`config.mk`:
```
export PLATFORM = sky130hd
export DESIGN_NAME = sync_fifo_prog
export DESIGN_NICKNAME = d
export VERILOG_FILES = /design/src/rtl/sync_fifo_prog.sv
export SDC_FILE = /design/constraint.sdc
export NUM_CORES = 1
export LEC_CHECK = 0
export BUFFER_PORTS_ARGS = -buffer_cell sky130_fd_sc_hd__buf_4
export CORE_MARGIN = 2
export CORE_UTILIZATION = 38
export CTS_BUF_LIST = sky130_fd_sc_hd__clkbuf_8
export DETAILED_ROUTE_END_ITERATION = 7
export GPL_TIMING_DRIVEN = 0
export PLACE_DENSITY_LB_ADDON = 0.1
export RECOVER_POWER = 100
export SYNTH_ARGS = -nofsm -noshare
export SYNTH_HDL_FRONTEND = slang
export SYNTH_SLANG_ARGS = --single-unit
```
`constraint.sdc`:
```
create_clock -name clk -period 2.6 [get_ports clk]
set_input_delay 0.26 -clock clk [delete_from_list [all_inputs] [get_ports clk]]
set_output_delay 0.26 -clock clk [all_outputs]
set_load 0.01 [all_outputs]
```
`src/rtl/sync_fifo_prog.sv`:
```
// Single-clock FIFO with arbitrary depth, occupancy count, programmable
// almost flags, sticky error flags, flush and selectable output timing.
module sync_fifo_prog #(
  parameter int DATA_WIDTH = 8,
  parameter int DEPTH      = 16,
  parameter int AF_THRESH  = DEPTH - 2,
  parameter int AE_THRESH  = 2,
  parameter bit REG_OUT    = 1'b0
) (
  input  logic                         clk,
  input  logic                         rst,
  input  logic                         flush,
  input  logic                         clr_err,
  input  logic                         wr_en,
  input  logic [DATA_WIDTH-1:0]        wr_data,
  input  logic                         rd_en,
  output logic [DATA_WIDTH-1:0]        rd_data,
  output logic                         rd_valid,
  output logic                         full,
  output logic                         empty,
  output logic                         almost_full,
  output logic                         almost_empty,
  output logic [$clog2(DEPTH+1)-1:0]   count,
  output logic                         overflow,
  output logic                         underflow
);

  localparam int PTR_W = $clog2(DEPTH);
  localparam int CNT_W = $clog2(DEPTH + 1);
  localparam logic [PTR_W-1:0] LAST_PTR = PTR_W'(DEPTH - 1);
  localparam logic [CNT_W-1:0] DEPTH_C  = CNT_W'(DEPTH);
  localparam logic [CNT_W-1:0] AF_C     = CNT_W'(AF_THRESH);
  localparam logic [CNT_W-1:0] AE_C     = CNT_W'(AE_THRESH);

  logic [DATA_WIDTH-1:0] mem [DEPTH];
  logic [PTR_W-1:0]      wr_ptr;
  logic [PTR_W-1:0]      rd_ptr;
  logic                  wr_acc;
  logic                  rd_acc;
  logic [DATA_WIDTH-1:0] head;

  // Pointers wrap explicitly so non-power-of-two depths work.
  function automatic logic [PTR_W-1:0] ptr_inc(input logic [PTR_W-1:0] p);
    if (p == LAST_PTR) begin
      ptr_inc = {PTR_W{1'b0}};
    end else begin
      ptr_inc = p + PTR_W'(1);
    end
  endfunction

  // Status flags decoded from the registered count, plus accept qualifiers.
  always_comb begin
    full         = (count == DEPTH_C);
    empty        = (count == {CNT_W{1'b0}});
    almost_full  = (count >= AF_C);
    almost_empty = (count <= AE_C);
    wr_acc       = wr_en && !full;
    rd_acc       = rd_en && !empty;
    head         = mem[rd_ptr];
  end

  // Pointer, occupancy and sticky error state.
  always_ff @(posedge clk) begin
    if (rst) begin
      wr_ptr    <= {PTR_W{1'b0}};
      rd_ptr    <= {PTR_W{1'b0}};
      count     <= {CNT_W{1'b0}};
      overflow  <= 1'b0;
      underflow <= 1'b0;
    end else begin
      if (flush) begin
        wr_ptr <= {PTR_W{1'b0}};
        rd_ptr <= {PTR_W{1'b0}};
        count  <= {CNT_W{1'b0}};
      end else begin
        if (wr_acc) wr_ptr <= ptr_inc(wr_ptr);
        if (rd_acc) rd_ptr <= ptr_inc(rd_ptr);
        case ({wr_acc, rd_acc})
          2'b10:   count <= count + CNT_W'(1);
          2'b01:   count <= count - CNT_W'(1);
          default: count <= count;
        endcase
      end
      // A new error in the same cycle as clr_err wins.
      if (!flush && wr_en && full) begin
        overflow <= 1'b1;
      end else if (clr_err) begin
        overflow <= 1'b0;
      end
      if (!flush && rd_en && empty) begin
        underflow <= 1'b1;
      end else if (clr_err) begin
        underflow <= 1'b0;
      end
    end
  end

  // Storage array; contents are intentionally not reset.
  always_ff @(posedge clk) begin
    if (!rst && !flush && wr_acc) begin
      mem[wr_ptr] <= wr_data;
    end
  end

  if (REG_OUT) begin : g_reg_out
    // Registered read port: data lands one edge after the accepted read.
    always_ff @(posedge clk) begin
      if (rst) begin
        rd_data  <= {DATA_WIDTH{1'b0}};
        rd_valid <= 1'b0;
      end else if (flush) begin
        rd_valid <= 1'b0;
      end else if (rd_acc) begin
        rd_data  <= head;
        rd_valid <= 1'b1;
      end else begin
        rd_valid <= 1'b0;
      end
    end
  end else begin : g_show_ahead
    // Show-ahead read port: head word is visible whenever the FIFO holds data.
    always_comb begin
      rd_valid = rd_acc && !flush && !rst;
      if (empty) begin
        rd_data = {DATA_WIDTH{1'b0}};
      end else begin
        rd_data = head;
      end
    end
  end

endmodule

```
==> reports/results.tsv <==
metric	value	unit
status	complete, no violations	
skew	0.0125	ns
seqPwrFrac	0.546	
grt_antenna_before_repair	0	
gr-total-overflow	0	
first_pass_iters	4	
slew_headroom	0.334	
antenna_cells	0	
grt_max_degree	17	
drc	0	
synth-seq-cells	147	
dp_hpwl	8.20	mm
crit_fanout	7	
start_util	0.386	
gr-usage-all-layers	0.161	
clock_latency	0.44	ns
clock.fmax	0.397	GHz
yosysWarningCount	0	
p_sw	1000	uW
p_clk_frac	0.385	
root_buffer	clkbuf_8	
tritoncts	yes	
holdWs	0.0684	ns
dp.cells	593	
crit_chain	or4_4 -> o21ai_4 -> inv_2 -> ha_4 -> ha_2 -> or3b_2 -> o2111a_1 -> mux2i_1 -> nand4_1	
synthDistinctLibCells	48	
nNetsFinal	431	
clock-sinks	147	
cts_buffers	17	
finalSetupViolCount	0	
area_growth	19.2	%
drive_above_1_share	0.354	
fp.coreArea	15700	um2
first_global_vias	3283	
p_comb_frac	0.069	
crit_slowest_cell	or4_4	
startpoint_type	flop	
peakVddDrop	0.300	mV
utilization	0.460	
critPathArrivalTime	2.84	ns
worst_slew_pin_slew	0.995	ns
p_leak	0.00238	uW
die_w	130	um
vias	3231	
yosysSeqAreaShare	0.697	
period_minus_slack	2.52	ns
syn_nets	366	
maxCapViolations	0	
grt_pass1_wl	19.1	mm
p_int	3730	uW
path_clk_slew	0.07	ns
rsz0062_at_grt	yes	
synth_ff_type	edfxtp_1	
syn_area_per_cell	17.7	um2
syn_area	6060	um2
die_h	130	um
clockBufferDepth	2	
vias_per_cell	5.07	
routabilityCongestion	0.757	
slew_viol_final	0	
drt_iter0_drc	299	
rows	46	
synthCells	343	
ys_async_sr_fraction	0	
endpoint_kind	flop	
slowest_delay	0.57	ns
io_buffers	33	
ant_nets	0	
final_cells	637	
die-area	17000	um2
p_per_area	655	nW/um2
cp.required	2.92	ns
ios	34	
finalCritPeriodShare	0.969	
routed_wl	12.4	mm
netSwitchingFraction	0.212	
wl_per_cell	19.5	um
synth_edf_count	128	
hp-class	primary input to flop	
critical_path_class	flop to flop	
htreeDepth	4	
hold_viol_final	0	
metal layers:
layer	track usage	wire, um	up-vias
met5	0	0	-
met4	0.0531	111	0
met3	0.0480	492	10
met2	0.259	6230	70
met1	0.211	5570	1644
li1	-	-	1507
kinds of logic (layout without fill, tap and decap cells):
kind of cell,count (synthesis),in the layout,synth area share
AO/OA/AOI/OAI,42,42,0.0522
XOR/XNOR,4,4,0.00578
adder cells (fa/ha/maj),9,9,0.0186
buffers and inverters,29,107,0.0250
flip-flops,147,147,0.697
multiplexers,45,45,0.140
AND/OR/NAND/NOR,67,67,0.0611
metrics by stage:
stage / area [um2] / setup TNS, ns / total power [uW] / setup WS [ns]
floorplan: 6080 / 0 / 2790 / 0.00252
global placement: 6600 / -14.72 / 2920 / -0.420
detailed placement: 6620 / -3.19 / 2930 / -0.295
CTS: 7180 / 0 / 4800 / 0.00329
global route: 7220 / -0.0523 / 4920 / -0.0523
finish: 7220 / 0 / 4730 / 0.0807
state kept, by name, summed over array words and instances, names as in the netlist, named ones only:
| signal | count |
|---|---|
| rd_ptr | 4 |
| overflow | 1 |
| underflow | 1 |
| wr_ptr | 4 |
| count | 5 |
| mem | 128 |
worst paths after layout:
check | slack (ns) | endpoint | startpoint | cells after the start
setup / recovery | 0.08 | count[4] | count[0] | 9
hold / removal | 0.07 | overflow | wr_en | 2
setup reg to reg | 0.08 | count[4] | count[0] | 9
hold reg to reg | 0.47 | underflow | underflow | 1
power groups by stage:
stage / logic (uW) / clock network, uW / registers, uW
2_1_floorplan: 157 / 0 / 2640
3_3_place_gp: 287 / 0 / 2640
3_5_place_dp: 293 / 0 / 2640
4_1_cts: 329 / 1890 / 2580
5_1_grt: 360 / 1980 / 2580
6_report: 327 / 1820 / 2580
Yosys cell counts (3+ instances only):
cell type	count	area share
nand2_1	3	0.0019
o21ai_0	4	0.0033
inv_1	5	0.0031
nor3_1	5	0.0041
ha_1	9	0.019
buf_1	3	0.0019
buf_6	3	0.0056
edfxtp_1	128	0.63
mux4_2	32	0.12
clkbuf_1	6	0.0037
mux2i_1	13	0.021
a32o_1	3	0.0050
nor2b_1	8	0.0083
xor2_1	3	0.0043
a21oi_1	6	0.0050
dfxtp_1	19	0.063
buf_2	9	0.0074
a211oi_1	17	0.021
nand3_1	9	0.0074
nor2_1	22	0.014
worst max-delay path: cells and delay by family, from the launching register on:
kind	cells	cell delay, ns
and+or+nand+nor	3	1.12
adders and majority gates	2	0.39
DFF	1	0.35
AOI/OAI and AO/OA	2	0.34
muxes	1	0.14
buffers and inverters	1	0.07
layout by cell type, fill, tap and decap left out, drive strengths merged, types with 2 or more instances in the layout:
master and count:
edfxtp 128, buf 51, clkbuf 39, mux4 32
nor2 23, dfxtp 19, a211oi 17, mux2i 13
nand3 9, ha 9, inv 9, nor2b 8
a21oi 6, clkinv 5, o21ai 5, nor3 5
nand2 3, a32o 3, bufinv 3, xor2 3
nand2b 2, a31o 2, a21o 2, nand4b 2
or3b 2, nor3b 2, nor4 2, or4 2
area by class of cell:
type                       count  area, um2
tap                          216        270
buffer                        22        168
fill                        1364       8490
multi-input combinational    167       1810
inverter                       5       18.8
timing repair buffer          48        319
clock buffer                  20        275
sequential                   147       4230
clock inverter                12        135
what timing repair did:
item / 4_1_cts / 5_1_grt
resized for setup: 30 / 12
endpoints found under the setup margin: 70 / 10
setup buffers: 9 / 5
pin swaps: 8 / 4
hold buffers: 0 / 0
Note: power is estimated with default switching activity, not from simulation.
